<file path="src/rtl/spm_seq_ctrl_if.sv">
// rtl/spm_seq_ctrl_if.sv - operand/product handshake bundle for the SPM sequencer
interface spm_seq_ctrl_if #(
  parameter int WIDTH = 32
);
  logic               in_valid;
  logic               in_ready;
  logic [WIDTH-1:0]   mcand;
  logic [WIDTH-1:0]   mplier;
  logic               out_valid;
  logic               out_ready;
  logic [2*WIDTH-1:0] product;

  modport master (
    output in_valid, mcand, mplier, out_ready,
    input  in_ready, out_valid, product
  );

  modport slave (
    input  in_valid, mcand, mplier, out_ready,
    output in_ready, out_valid, product
  );
endinterface

</file>
<file path="src/rtl/spm_seq_ctrl.sv">
// rtl/spm_seq_ctrl.sv - sequencing controller for the signed serial-parallel multiplier
module spm_seq_ctrl #(
  parameter int WIDTH  = 32,
  parameter int DP_LAT = 1
) (
  input  logic             clk,
  input  logic             rst,
  spm_seq_ctrl_if.slave    io,
  input  logic             abort,
  output logic             busy,
  output logic [WIDTH-1:0] spm_y,
  output logic             spm_clear,
  output logic             spm_en,
  output logic             spm_x_bit,
  input  logic             spm_p_bit
);

  localparam int CNT_W = $clog2(2*WIDTH + DP_LAT);
  localparam logic [CNT_W-1:0] CNT_LAST = CNT_W'(2*WIDTH + DP_LAT - 1);
  localparam logic [CNT_W-1:0] CAP_FIRST = CNT_W'(DP_LAT);

  typedef enum logic [1:0] {
    IDLE  = 2'd0,
    CLEAR = 2'd1,
    SHIFT = 2'd2,
    DONE  = 2'd3
  } state_t;

  state_t               state_q;
  logic [CNT_W-1:0]     cnt_q;
  logic [WIDTH-1:0]     mcand_q;
  logic [WIDTH-1:0]     mplier_q;
  logic [2*WIDTH-1:0]   product_q;
  logic                 out_valid_q;
  logic                 busy_q;
  logic                 clear_q;
  logic                 en_q;
  logic                 x_bit_q;

  always_ff @(posedge clk or negedge rst) begin
    if (!rst) begin
      state_q     <= IDLE;
      cnt_q       <= '0;
      mcand_q     <= '0;
      mplier_q    <= '0;
      product_q   <= '0;
      out_valid_q <= 1'b0;
      busy_q      <= 1'b0;
      clear_q     <= 1'b0;
      en_q        <= 1'b0;
      x_bit_q     <= 1'b0;
    end else begin
      unique case (state_q)
        IDLE: begin
          if (io.in_valid) begin
            mcand_q   <= io.mcand;
            mplier_q  <= io.mplier;
            product_q <= '0;
            cnt_q     <= '0;
            busy_q    <= 1'b1;
            clear_q   <= 1'b1;
            state_q   <= CLEAR;
          end
        end
        CLEAR: begin
          clear_q <= 1'b0;
          cnt_q   <= '0;
          if (abort) begin
            busy_q    <= 1'b0;
            product_q <= '0;
            state_q   <= IDLE;
          end else begin
            en_q    <= 1'b1;
            x_bit_q <= mplier_q[0];
            state_q <= SHIFT;
          end
        end
        SHIFT: begin
          if (abort) begin
            en_q      <= 1'b0;
            x_bit_q   <= 1'b0;
            busy_q    <= 1'b0;
            product_q <= '0;
            state_q   <= IDLE;
          end else begin
            if (cnt_q >= CAP_FIRST) begin
              product_q <= {spm_p_bit, product_q[2*WIDTH-1:1]};
            end
            // Arithmetic shift keeps feeding the sign bit once the multiplier is exhausted
            mplier_q <= {mplier_q[WIDTH-1], mplier_q[WIDTH-1:1]};
            if (cnt_q == CNT_LAST) begin
              en_q        <= 1'b0;
              x_bit_q     <= 1'b0;
              busy_q      <= 1'b0;
              out_valid_q <= 1'b1;
              state_q     <= DONE;
            end else begin
              x_bit_q <= mplier_q[1];
              cnt_q   <= cnt_q + 1'b1;
            end
          end
        end
        DONE: begin
          if (io.out_ready) begin
            out_valid_q <= 1'b0;
            state_q     <= IDLE;
          end
        end
        default: state_q <= IDLE;
      endcase
    end
  end

  // Ready is gated by reset so it reads low while reset is held
  assign io.in_ready  = rst && (state_q == IDLE);
  assign io.out_valid = out_valid_q;
  assign io.product   = product_q;
  assign busy         = busy_q;
  assign spm_y        = mcand_q;
  assign spm_clear    = clear_q;
  assign spm_en       = en_q;
  assign spm_x_bit    = x_bit_q;

endmodule

</file>
<file path="src/flat_wrapper.sv">
// flat-port wrapper written by rule: the top's interface ports become plain ports
module spm_seq_ctrl_flat 
#(
  parameter int WIDTH  = 32,
  parameter int DP_LAT = 1
)
  (clk, rst, abort, busy, spm_y, spm_clear, spm_en, spm_x_bit, spm_p_bit, io_in_valid, io_mcand, io_mplier, io_out_ready, io_in_ready, io_out_valid, io_product);
  spm_seq_ctrl_if #(.WIDTH(WIDTH)) io_i ();
  input  logic clk;
  input  logic rst;
  input  logic abort;
  output logic busy;
  output logic [WIDTH-1:0] spm_y;
  output logic spm_clear;
  output logic spm_en;
  output logic spm_x_bit;
  input  logic spm_p_bit;
  input wire logic [$bits(io_i.in_valid)-1:0] io_in_valid;
  input wire logic [$bits(io_i.mcand)-1:0] io_mcand;
  input wire logic [$bits(io_i.mplier)-1:0] io_mplier;
  input wire logic [$bits(io_i.out_ready)-1:0] io_out_ready;
  output wire logic [$bits(io_i.in_ready)-1:0] io_in_ready;
  output wire logic [$bits(io_i.out_valid)-1:0] io_out_valid;
  output wire logic [$bits(io_i.product)-1:0] io_product;
  assign io_i.in_valid = io_in_valid;
  assign io_i.mcand = io_mcand;
  assign io_i.mplier = io_mplier;
  assign io_i.out_ready = io_out_ready;
  assign io_in_ready = io_i.in_ready;
  assign io_out_valid = io_i.out_valid;
  assign io_product = io_i.product;
  spm_seq_ctrl #(.WIDTH(WIDTH), .DP_LAT(DP_LAT)) u_core (.clk(clk), .rst(rst), .io(io_i), .abort(abort), .busy(busy), .spm_y(spm_y), .spm_clear(spm_clear), .spm_en(spm_en), .spm_x_bit(spm_x_bit), .spm_p_bit(spm_p_bit));
endmodule
</file>
<file path="config.mk">
export PLATFORM = sky130hd
export DESIGN_NAME = spm_seq_ctrl_flat
export DESIGN_NICKNAME = d
export VERILOG_FILES = /design/src/rtl/spm_seq_ctrl_if.sv /design/src/rtl/spm_seq_ctrl.sv /design/src/flat_wrapper.sv
export SDC_FILE = /design/constraint.sdc
export NUM_CORES = 1
export LEC_CHECK = 0
export ABC_CLOCK_PERIOD_IN_PS = 2700
export CORE_MARGIN = 2
export CORE_UTILIZATION = 39
export DETAILED_ROUTE_END_ITERATION = 10
export PLACE_DENSITY = 0.7
export SLEW_MARGIN = 20
export SYNTH_ARGS = -nofsm -noshare
export SYNTH_HDL_FRONTEND = slang
export SYNTH_SLANG_ARGS = --single-unit
</file>
<file path="constraint.sdc">
create_clock -name clk -period 2.7 [get_ports clk]
set_clock_uncertainty 0.05 [all_clocks]
set_input_delay 0.81 -clock clk [delete_from_list [all_inputs] [get_ports clk]]
set_output_delay 0.81 -clock clk [all_outputs]
set_load 0.05 [all_outputs]
</file>
==> Word level (Yosys, flattened, before mapping) <==
Cells that the tools add are included.
{ "op_classes": {"n_addsub": 1, "n_mul": 0, "div": 0, "order_cmp": 1, "eq_ne": 13, "n_shift": 0, "muxes": 34, "bitwise": 1, "n_reduce_logical": 18} }
{ "ops": {"columns": ["cell", "n"], "rows": [
  ["64-bit two-way mux", 4],
  ["64-bit case mux with 3 select lines", 1],
  ["32-bit case mux with 2 select lines", 1],
  ["32-bit two-way mux", 1],
  ["31-bit two-way mux", 1],
  ["7-bit two-way mux", 3],
  ["7-bit case mux with 3 select lines", 1],
  ["4-bit AND reduction", 4],
  ["2-bit != test (second input constant)", 6],
  ["3-bit AND reduction", 4],
  ["1-bit two-way mux", 11],
  ["2-bit two-way mux", 5],
  ["1-bit case mux with 2 select lines", 4],
  ["2-bit case mux with 4 select lines", 1],
  ["2-bit nonzero test", 4],
  ["7-bit by 1-bit adder with 7-bit output (second input constant)", 1],
  ["7-bit == test (second input constant)", 1],
  ["7-bit by 1-bit >= comparator with 1-bit output (second input constant)", 1],
  ["3-bit by 2-bit != test with 1-bit output (second input constant)", 2],
  ["2-bit AND reduction", 3],
  ["2-bit == test (second input constant)", 2],
  ["1-bit case mux with 3 select lines", 1],
  ["3-bit nonzero test", 1],
  ["2-bit by 1-bit == test with 1-bit output (second input constant)", 1],
  ["other kinds (4)", 4]
]} }
{ "word_totals": {"register_bits": 142, "latchBits": 0, "ram_bits": 0, "mem_bits_ro": 0, "mem_count": 0} }

==> Depth between registers and ports, before layout <==
{ "logic_depth": {"ltp_word": 4, "ltp_mapped": 9} }

==> Least setup slack after synthesis <==
Ideal clock, no wire load.
{ "synth_timing": {"path_type": "input-to-output", "startpoint": "in rst", "endpoint": "out io_in_ready", "arrival_time_ps": 1222, "required_ps": 1840, "setup_slack_ps": 618, "cell_stages": 1, "cell_sequence": "and2_1"} }
{ "synth_via": {"elab_chain_cells": 1} }
{ "synth_rtl": {"columns": ["element", "line", "rtl"], "rows": [
  ["start: declaration", "flat_wrapper.sv:10", "input logic rst;"],
  ["1-bit logical AND", "spm_seq_ctrl.sv:115", "assign io.in_ready = rst && (state_q == IDLE);"],
  ["end: declaration", "flat_wrapper.sv:22", "output wire logic [$bits(io_i.in_ready)-1:0] io_in_ready;"]
]} }
Every way passes these cells.

==> Worst setup path after layout <==
{ "layout_timing": {"startpoint": "reg u_core.x_bit_q (netlist: u_core.spm_x_bit)", "endpoint": "out spm_x_bit"} }
{ "layout_lines": {"columns": ["element", "line", "rtl"], "rows": [
  ["start: declaration", "spm_seq_ctrl.sv:38", "logic x_bit_q;"],
  ["start signal: assignment", "spm_seq_ctrl.sv:74", "x_bit_q <= mplier_q[0];"],
  ["start signal: assignment", "spm_seq_ctrl.sv:98", "x_bit_q <= mplier_q[1];"],
  ["end: declaration", "flat_wrapper.sv:16", "output logic spm_x_bit;"]
]} }
No word-level cell between the ends.

==> flow_summary.json <==
{
  "synthCells": 450,
  "yosys-top-cells-area": "dfrtp_1, a22o_1, mux2_2",
  "utilization_pct": 55.8,
  "syn-num-nets": 528,
  "tightest_slew_ns": 0.752,
  "io_buffers": 171,
  "viasPerCell": 5.25,
  "dr.pass1.iters": 5,
  "grt_usage_pct": 17.0,
  "power.leakage_nw": 3.65,
  "clock_sinks": 142,
  "max_clock_freq_mhz": 398,
  "post_cts.repair.setup_buffers": 0,
  "die-area_um2": 16300,
  "ys_seq_area_share_pct": 59.6,
  "io_pins": 172,
  "status": "complete, no violations",
  "grt-ovfl-total": 0,
  "synth_top_area_share_pct": 59.6,
  "synth_warnings": 0,
  "maxSlewViolCount": 0,
  "ir_drop_uv": 673,
  "cp_cell_sequence": "clkdlybuf4s50_1",
  "powerDensity_nw_per_um2": 1010,
  "placed_cell_area_um2": 7840,
  "critPathTopFamily": "buffers and inverters",
  "num_antenna_cells": 0,
  "start_kind": "flop",
  "mappedNetlistArea_um2": 5960,
  "ys_types": 47,
  "final_cell_area_um2": 8420,
  "coreArea_um2": 15100,
  "rrSetupSlack_ns": 0.57,
  "path_buf_inv": 1,
  "grt_setup_unrepaired": "false",
  "cts_root_buffer": "clkbuf_16",
  "grt_pass1_vias": 4316,
  "preCtsSetupSlack_ns": 0.114,
  "drc_errors": 0,
  "crit_path_end_kind": "output port",
  "area_delta_synth_final_pct": 41.3,
  "setup_viol": 0,
  "dieWidth_um": 128,
  "grt_max_degree": 84,
  "fin_crit_ns": 2.52,
  "grt_pass1_wl_mm": 22.0,
  "critPathSlowestCell": "clkdlybuf4s50_1",
  "wl_per_cell_um": 16.2,
  "cts_tree": "yes",
  "clk_pin_slew_ns": 0.06,
  "crit_arrival_ns": 1.66,
  "insertion_delay_ns": 0.42,
  "globalplace.congestion": 0.750,
  "layout_setup_ws_ns": 0.185,
  "fin_crit_sh_pct": 93.2,
  "postRouteAntennaNets": 0,
  "drv_cap": 0,
  "cts_resized": 0,
  "ys_seq_elements": 142,
  "num-nets-final": 703,
  "ctsHoldBuffers": 0,
  "detail_route.iter0.violations": 294,
  "cts_buffers": 17,
  "crit_path_max_fanout": 3,
  "max_stage_delay_ns": 0.86,
  "row_count": 45,
  "tns_ns": 0,
  "antenna_found_initial": 0,
  "netlist.top_cell.by_area": "dfrtp_1",
  "vias": 4339,
  "worstSetupPathType": "flop to output port",
  "die_y_um": 128,
  "avgSynthCellArea_um2": 13.2,
  "h-tree-depth": 4,
  "hpwl_mm": 9.37,
  "cts.path.max_buffers": 2,
  "min-delay-path-class": "flop to flop",
  "drive_gt1_share_pct": 15.7,
  "critPathRequiredTime_ns": 1.84,
  "finalHoldViolations": 0,
  "start_util_pct": 39.5,
  "relSlewSlack_pct": 49.9,
  "postRouteWirelength_mm": 13.4
}
==> state kept, by name, indices dropped and copies added (netlist names) <==
name,cells
u_core.state_q,2
u_core.cnt_q,7
u_core.io.product,64
u_core.mplier_q,32
u_core.spm_clear,1
u_core.spm_x_bit,1
u_core.io.out_valid,1
u_core.spm_y,32
u_core.spm_en,1
u_core.busy,1
==> logic make-up (layout without fill, tap and decap cells) <==
family | Yosys count | after routing | synth area share (%)
mux | 65 | 65 | 11.6
simple gates | 73 | 73 | 6.30
compound gates | 125 | 125 | 16.1
buf+inv | 37 | 225 | 4.72
fa+ha+maj | 8 | 8 | 1.68
flops | 142 | 142 | 59.6
==> per-stage QoR <==
stage               total power [mW]  instances  hold slack, ns
finish                          8.50        826           0.433
global route                    8.96        826           0.449
CTS                             8.59        826           0.436
detailed placement              6.26        794           0.422
global placement                6.17        794           0.413
floorplan                       5.19        450           0.398
==> cell usage after synthesis, drive strengths merged <==
master  number
a31oi        2
or4b         1
inv          6
o22ai        1
dfrtp      142
nor2         2
nand2       42
ha           8
or2          1
nor2b        2
a21oi        3
nor3b        2
nand3        3
buf         15
and2b        2
and2         1
nand4b       2
a32o         1
clkbuf      16
a221o        1
nor3         2
mux2        33
mux2i       32
a21boi       1
nor4         3
a22o        70
or3          3
o32a         1
o31ai        2
o211ai       2
a21o         3
nand3b       1
o21ai       36
nand2b       5
a31o         2
and3         1
==> routing by layer <==
layer | up-vias | part of all wire [%] | GRT usage, %
met5 | - | 0 | 0
li1 | 1994 | - | -
met3 | 16 | 7.8 | 5.44
met2 | 184 | 46 | 25.1
met4 | 0 | 1.6 | 6.40
met1 | 2145 | 45 | 23.6
==> final timing paths <==
kind / start / endpoint / cells past startpoint
min reg2reg: u_core.mplier_q[10] / u_core.mplier_q[10] / 2
max reg2reg: u_core.state_q[0] / u_core.cnt_q[1] / 7
min: u_core.mplier_q[10] / u_core.mplier_q[10] / 2
min in group asynchronous: rst / u_core.io.product[38] / 2
max: u_core.spm_x_bit / spm_x_bit / 1
max in group asynchronous: rst / u_core.spm_y[30] / 2
==> cell usage in the layout (no fill, tap or decap), drive strengths merged, types with 3 or more instances in the layout <==
master / n
a22o: 70
mux2: 33
dfrtp: 142
nand2: 42
o21ai: 36
nand2b: 5
a21oi: 3
mux2i: 32
nor4: 3
ha: 8
clkdlybuf4s50: 169
nand3: 3
inv: 11
a21o: 3
buf: 18
clkinv: 6
or3: 3
clkbuf: 17
==> power by group <==
| group | internal [mW] | switching [mW] |
|---|---|---|
| clock network | 1.37 | 0.924 |
| registers | 2.66 | 0.285 |
| logic | 1.24 | 2.01 |
==> layout make-up <==
class	instances	area (um^2)
Fill cell	1278	6670
Timing Repair Buffer	187	1900
Inverter	6	22.5
Sequential cell	142	3550
Clock inverter	15	160
Tap cell	188	235
Clock buffer	17	425
Multi-Input combinational cell	271	2130
No activity file was read; power rests on OpenSTA's default activity.
